--- src/rtl/masked_counter_pkg.sv ---
// Shared types for the masked counter family: masking modes and the mode decode helper.
package masked_counter_pkg;

  typedef enum logic [1:0] {
    MODE_ZERO = 2'd0,
    MODE_HOLD = 2'd1,
    MODE_PASS = 2'd2
  } mode_t;

  // Encoding 3 is reserved and behaves exactly like MODE_PASS.
  localparam logic [1:0] MODE_RESERVED = 2'd3;

  function automatic logic mode_masks(input logic [1:0] mode);
    return (mode == MODE_ZERO) || (mode == MODE_HOLD);
  endfunction

endpackage

--- src/rtl/mod_phase_tracker.sv ---
// Incremental modulo tracker: phase follows count mod div without a divider, clearing on
// the count wrap or when a new divisor is loaded.
module mod_phase_tracker #(
  parameter int DIV_W = 4
) (
  input  logic             clk,
  input  logic             rst,
  input  logic             en,
  input  logic             wrap,
  input  logic             load,
  input  logic [DIV_W-1:0] div,
  output logic [DIV_W-1:0] phase
);

  localparam logic [DIV_W-1:0] ONE = 1;

  logic [DIV_W-1:0] phase_q, phase_d;

  // NOTE: combinational next-state uses blocking '=' and assigns a default first, so no latch is inferred.
  always_comb begin
    phase_d = phase_q;
    if (load) begin
      phase_d = '0;
    end else if (en) begin
      // With div==0 the compare target is all-ones; masking is off then, so the value is irrelevant.
      if (wrap || (phase_q == div - ONE)) phase_d = '0;
      else                                phase_d = phase_q + ONE;
    end
  end

  // NOTE: sequential state uses non-blocking '<=' so every register samples pre-edge values.
  always_ff @(posedge clk) begin
    if (rst) phase_q <= '0;
    else     phase_q <= phase_d;
  end

  assign phase = phase_q;

endmodule

--- src/rtl/masked_counter.sv ---
// Free-running counter that masks multiples of a runtime divisor (zero, hold or pass), with a
// valid/ready divisor update that is applied only on the count wrap.
module masked_counter
  import masked_counter_pkg::*;
#(
  parameter int               WIDTH       = 4,
  parameter int               DIV_W       = 4,
  parameter logic [DIV_W-1:0] DEFAULT_DIV = 3
) (
  input  logic             clk,
  input  logic             rst,
  input  logic             en,
  input  logic [1:0]       mode,
  input  logic             cfg_valid,
  input  logic [DIV_W-1:0] cfg_div,
  output logic             cfg_ready,
  output logic [WIDTH-1:0] count_o,
  output logic             masked_o,
  output logic             wrap_o,
  output logic [DIV_W-1:0] active_div
);

  localparam logic [WIDTH-1:0] VAL_ONE = 1;

  logic [WIDTH-1:0] val_q, val_d;
  logic [WIDTH-1:0] hold_q, hold_d;
  logic             pend_valid_q, pend_valid_d;
  logic [DIV_W-1:0] pend_div_q, pend_div_d;
  logic [DIV_W-1:0] div_q, div_d;
  logic             wrap_q, wrap_d;

  logic [DIV_W-1:0] phase;
  logic             wrap_edge;
  logic             xfer;
  logic             apply;
  logic             div_hit;

  assign wrap_edge = en && (val_q == '1);
  assign xfer      = cfg_valid && !pend_valid_q;
  assign apply     = wrap_edge && (xfer || pend_valid_q);
  // Mode-independent: the hold register tracks unmasked values even while in ZERO or PASS.
  assign div_hit   = (div_q != '0) && (phase == '0);

  mod_phase_tracker #(.DIV_W(DIV_W)) u_phase (
    .clk   (clk),
    .rst   (rst),
    .en    (en),
    .wrap  (wrap_edge),
    .load  (apply),
    .div   (div_q),
    .phase (phase)
  );

  always_comb begin
    val_d        = val_q;
    hold_d       = hold_q;
    pend_valid_d = pend_valid_q;
    pend_div_d   = pend_div_q;
    div_d        = div_q;
    wrap_d       = wrap_edge;

    if (en) begin
      val_d = val_q + VAL_ONE;
      if (!div_hit) hold_d = val_q;
    end

    // A transfer landing on the wrap edge bypasses the pending slot entirely.
    if (wrap_edge) begin
      if (xfer)              div_d = cfg_div;
      else if (pend_valid_q) div_d = pend_div_q;
      pend_valid_d = 1'b0;
    end else if (xfer) begin
      pend_valid_d = 1'b1;
      pend_div_d   = cfg_div;
    end
  end

  always_ff @(posedge clk) begin
    if (rst) begin
      val_q        <= '0;
      hold_q       <= '0;
      pend_valid_q <= 1'b0;
      pend_div_q   <= '0;
      div_q        <= DEFAULT_DIV;
      wrap_q       <= 1'b0;
    end else begin
      val_q        <= val_d;
      hold_q       <= hold_d;
      pend_valid_q <= pend_valid_d;
      pend_div_q   <= pend_div_d;
      div_q        <= div_d;
      wrap_q       <= wrap_d;
    end
  end

  assign masked_o   = div_hit && mode_masks(mode);
  assign cfg_ready  = !pend_valid_q;
  assign wrap_o     = wrap_q;
  assign active_div = div_q;

  always_comb begin
    count_o = val_q;
    case (mode)
      MODE_ZERO:                count_o = masked_o ? '0 : val_q;
      MODE_HOLD:                count_o = masked_o ? hold_q : val_q;
      MODE_PASS, MODE_RESERVED: count_o = val_q;
      default:                  count_o = val_q;
    endcase
  end

endmodule

--- config.mk ---
export PLATFORM = sky130hd
export DESIGN_NAME = masked_counter
export DESIGN_NICKNAME = d
export VERILOG_FILES = /design/src/rtl/masked_counter_pkg.sv /design/src/rtl/mod_phase_tracker.sv /design/src/rtl/masked_counter.sv
export SDC_FILE = /design/constraint.sdc
export NUM_CORES = 1
export LEC_CHECK = 0
export BUFFER_PORTS_ARGS = -buffer_cell sky130_fd_sc_hd__buf_2
export CAP_MARGIN = 20
export CORE_MARGIN = 2
export CORE_UTILIZATION = 23
export DETAILED_ROUTE_END_ITERATION = 7
export PLACE_DENSITY = 0.47
export SLEW_MARGIN = 20
export SYNTH_ARGS = -nofsm -noshare
export SYNTH_HDL_FRONTEND = slang
export SYNTH_SLANG_ARGS = --single-unit
--- constraint.sdc ---
create_clock -name clk -period 2.05 [get_ports clk]
set_input_delay 0 -clock clk [delete_from_list [all_inputs] [get_ports clk]]
set_output_delay 0 -clock clk [all_outputs]
set_load 0.01 [all_outputs]
Yosys cells after proc, flatten, opt, wreduce, memory -nomap -nowiden
Cells that the tools add are included.

word-level totals
  register bits after elaboration = 22
  input bits = 10
  output and inout port bits = 11
  logic and storage cells = 42

operators by class
  $add $sub $neg = 3
  eq/ne operators = 5
  mux-type cells = 6
  bitwise operators = 2
  reductions and logical operators = 19

operators by type and width
  kind                                                                    count
  4-bit two-way mux                                                       5
  4-bit one-hot mux with 3 select lines                                   1
  4-bit by 1-bit adder with 4-bit output (second input constant)          2
  2-bit AND reduction                                                     3
  2-bit OR reduction                                                      3
  1-bit logical AND                                                       5
  2-bit equality test (second input constant)                             2
  4-bit equality test                                                     1
  4-bit equality test (second input constant)                             1
  4-bit logical NOT                                                       1
  4-bit nonzero test                                                      1
  4-bit by 1-bit subtractor with 4-bit output (second input constant)     1
  1-bit logical OR                                                        3
  2-bit by 1-bit equality test with 1-bit output (second input constant)  1
  2-bit logical NOT                                                       1
  1-bit inverter                                                          2
  2-bit nonzero test                                                      1
  1-bit logical NOT                                                       1

Logic depth before layout (Yosys ltp)
  depth after elaboration = 5
  gate-level depth with buffers = 6
  depth with buffers taken out = 6

By module
Synthesis repeated with hierarchy kept, for this count alone.

unflattened totals
  cell total of the unflattened synthesis = 128
  area total of the unflattened synthesis = 1117.3 um^2

modules (own cells, without submodules)
  module             times used  cells an instance  area each (um^2)  seq. area each (um^2)
  masked_counter     1           100                837.1             360.3
  mod_phase_tracker  1           28                 280.3             80.1

Worst setup path before layout
OpenSTA, ideal clock, no wires.

  path kind = register -> register
  start = register div_q[0], in the netlist active_div[0]
  end = register u_phase.phase_q[0], in the netlist u_phase.phase[0]
  setup time = 0.133 ns
  arrival = 1.596 ns
  required time = 1.917 ns
  slack = 0.321 ns
  cell stages (with the launch flop) = 7
  buffers on the path = 0
  period minus slack after synthesis = 1.729 ns
  cell sequence = dfxtp_1 inv_1 ha_1 xor2_1 o211ai_2 a2111oi_4 nor3_1

on the way
  word-level cells in the longest chain between the ends = 4

ends and longest elaborated chain
  element                                      line                     text
  start: declaration                           masked_counter.sv:29     logic [DIV_W-1:0] div_q, div_d;
  start signal: assignment                     masked_counter.sv:91     div_q <= div_d;
  4-bit by 1-bit subtractor with 4-bit output  mod_phase_tracker.sv:26  if (wrap || (phase_q == div - ONE)) phase_d = '0;
  4-bit equality test                          mod_phase_tracker.sv:26
  1-bit logical OR                             mod_phase_tracker.sv:26
  4-bit two-way mux                            mod_phase_tracker.sv:26
  end signal: assignment                       mod_phase_tracker.sv:34  else phase_q <= phase_d;
  end: declaration                             mod_phase_tracker.sv:17  logic [DIV_W-1:0] phase_q, phase_d;

Every way passes these cells.
A chain may end at the register's enable or synchronous reset.

Worst setup path after layout
  start = register div_q[1], in the netlist active_div[1]
  end = output port count_o[3]

on the way
  word-level cells in the longest chain between the ends = 5
  elaborated cells between the ends (all ways) = 6
  classes of those cells = 3 x mux; 3 x reduce/logical

ends and longest elaborated chain
  element                                      line                                          text
  4-bit nonzero test (*)                       masked_counter.sv:42                          assign div_hit = (div_q != '0) && (phase == '0);
  1-bit logical AND (*)                        masked_counter.sv:42
  1-bit logical AND (*)                        masked_counter.sv:96                          assign masked_o = div_hit && mode_masks(mode);
  4-bit two-way mux, on equally long branches  masked_counter.sv:105, masked_counter.sv:104
  4-bit one-hot mux with 3 select lines (*)    masked_counter.sv:103                         case (mode)
  end: declaration                             masked_counter.sv:17                          output logic [WIDTH-1:0] count_o,

Every way passes the cells marked *; elsewhere a longest branch is shown, timed or not.

==> out/qor.txt <==
status - complete, no violations
met3 WL - 150 um
number of synthesized flops with an enable pin - 0
peak supply drop - 0.219 mV
Placer Congestion - 0.708
Rows - 25
Tightest Pin Transition - 0.377 ns
Placed Area - 0.00132 mm2
Async S/R FF share, synth - 0%
diode count - 0
Mapped Area - 0.00115 mm2
startpoint types - flop
total track usage - 8.90%
Yosys reg bits - 22
Setup-failing EPs final - 0
Syn Area/Cell - 9.39 um2
DR vias - 906
DRT Pass-1 Iters - 4
Design Area, Final - 0.00144 mm2
Worst Hold Path Cells - 3
Synth top area share - 38.4%
Metal-1 WL - 1060 um
PortBufs - 20
Tmin final - 1.85 ns
Req. time, crit path - 2.05 ns
global-route wire length before repair - 3820 um
Final Net Count - 164
die area - 0.00556 mm2
Hold Path Origin - cfg_valid
setup ws final - 0.197 ns
Vias/cell - 4.21
starting density of the core - 24.1%
Main synth FF type - dfxtp_1
FMAX - 540 MHz
met2 WL - 995 um
Synth cell types - 29
clk slew on worst S/H paths - 0.08 ns
Finished Core Util - 30.2%
register area share after synthesis - 38.4%
max-cap check violation count - 0
Final Skew - 0.00361 ns
slew margin rel. - 74.8%
core region area - 0.00475 mm2
largest area contributor in the synthesized netlist - dfxtp_1
Yosys Warn Count - 0
RSZ-0062 raised after global routing - false
clock root cell - clkbuf_8
H-tree levels - 1
CTS tree - done
top fanout value on the critical path - 8
final setup TNS - 0 ns
Num CTS Buffers - 3
hpwl dp - 1760 um
Worst Hold Endpoint - pend_valid_q
pre-CTS setup slack - 0.246 ns
top post-synthesis cells by count - dfxtp_1, nor2_1, mux2i_1
Tcrit/Tclk final - 90.4%
Routed Wire Length - 2220 um
top-count cell post-synth - dfxtp_1
initial antenna violation count - 0
Post-route DRC - 0
die height - 74.6 um
final hold violations - 0
boundary pin count - 21
Antenna Nets Post-Route - 0
crit path capture type - primary output
clock sink count - 22
clock buffer depth - 2
drt initial violations - 45
Lkg Pwr - 0.617 nW
worst skew pair latency - 0.26 ns
largest net degree at the start of global routing - 19
Synthesized Nets - 137
PD cells - 693 mW/mm2
gr ovfl total - 0
RR Startpoint - active_div[1]
Mapped Cells - 122
die extent in x - 74.6 um
uppermost layer routed - met4
Max Slew Vio Count - 0
worst reg2reg setup slack - 0.33 ns
share of cells above drive strength 1 - 25.0%
DR WL/cell - 10.3 um
Worst Path Arrival - 1.85 ns
Setup CP Type - reg2out
Area contributors post-synth - dfxtp_1, mux2i_1, ha_1
Worst R2R Path Depth - 6
vias in the first global route - 865
area delta synth->final - 25.4%
Hold WC Path Type - in2reg
RR Endpoint - u_phase.phase[1]
-- critical path, stage by stage, from the launching register on --
cell and delay [ns]:
dfxtp_1 0.41, inv_1 0.08, ha_1 0.18, nor3b_2 0.19, nor4_4 0.25, buf_4 0.19, buf_4 0.12, o21ai_1 0.05
buf_2 0.14
-- cell type report --
class	count	area [um2]
Fill cell	544	3320
Multi-Input combinational cell	86	647
Sequential cell	22	442
Timing Repair Buffer	27	160
Tap cell	67	83.8
Clock buffer	3	41.3
Inverter	9	33.8
Clock inverter	1	30.0
-- stage by stage --
stage	power (mW)	std cells	hold WS, ns
after floorplan	0.560	122	0.0479
after global placement	0.595	206	0.265
after detailed placement	0.596	206	0.275
after CTS	1.01	213	0.00118
after global routing	1.05	215	0.00810
final	0.997	215	0.00341
-- metal layers --
metal / track usage (%) / vias to the layer above
met2: 14.3 / 20
li1: - / 467
met4: 2.98 / 0
met1: 11.3 / 417
met3: 2.85 / 2
met5: 0 / -
-- logic make-up after synthesis --
logic type,Yosys count,synth area share (%)
DFF,22,38.4
xor gates and xnor gates,11,9.06
AOI/OAI and AO/OA,15,11.7
adders and majority gates,5,5.46
and+or+nand+nor,45,21.5
buffers and inverters,14,5.13
muxes,10,8.73
-- worst max path at each step --
stage	startpoint	to	slack, ns	cells past startpoint
after global placement	active_div[0]	u_phase.phase[3]	0.30	6
after global routing	active_div[1]	count_o[2]	0.04	8
after CTS	active_div[0]	count_o[0]	0.01	7
after floorplan	active_div[0]	u_phase.phase[0]	0.32	6
final	active_div[1]	count_o[3]	0.20	8
after detailed placement	active_div[0]	u_phase.phase[2]	0.25	6
-- power breakdown --
group | total [mW] | internal (mW) | switching, mW
logic | 0.134 | 0.0638 | 0.0703
clock network | 0.401 | 0.260 | 0.141
registers | 0.462 | 0.443 | 0.0181
-- cell usage in the layout (no fill, tap or decap), types with 2 or more instances in the layout --
master / instances
dfxtp_1: 21
buf_2: 20
nor2_1: 16
mux2i_1: 10
inv_1: 9
nand3_1: 8
xnor2_1: 7
nand2_1: 7
ha_1: 5
o21ai_1: 4
nor3_1: 4
a21oi_1: 4
buf_4: 4
xor2_1: 3
clkbuf_8: 3
dlygate4sd3_1: 3
nand2b_1: 2
a211oi_1: 2
nand4_1: 2
a211o_1: 2
-- sequential cells by signal, indices dropped and copies added (netlist names) --
register and flops:
pend_div_q 4, active_div 4, wrap_o 1, val_q 4, u_phase.phase 4, hold_q 4
pend_valid_q 1
-- what timing repair did --
item	in CTS	in global routing
setup buffers	0	2
gates resized for setup	0	1
setup endpoints to repair	0	4
hold buffers	3	0
endpoints found under the hold margin	3	0
No activity file was read; power rests on OpenSTA's default activity.
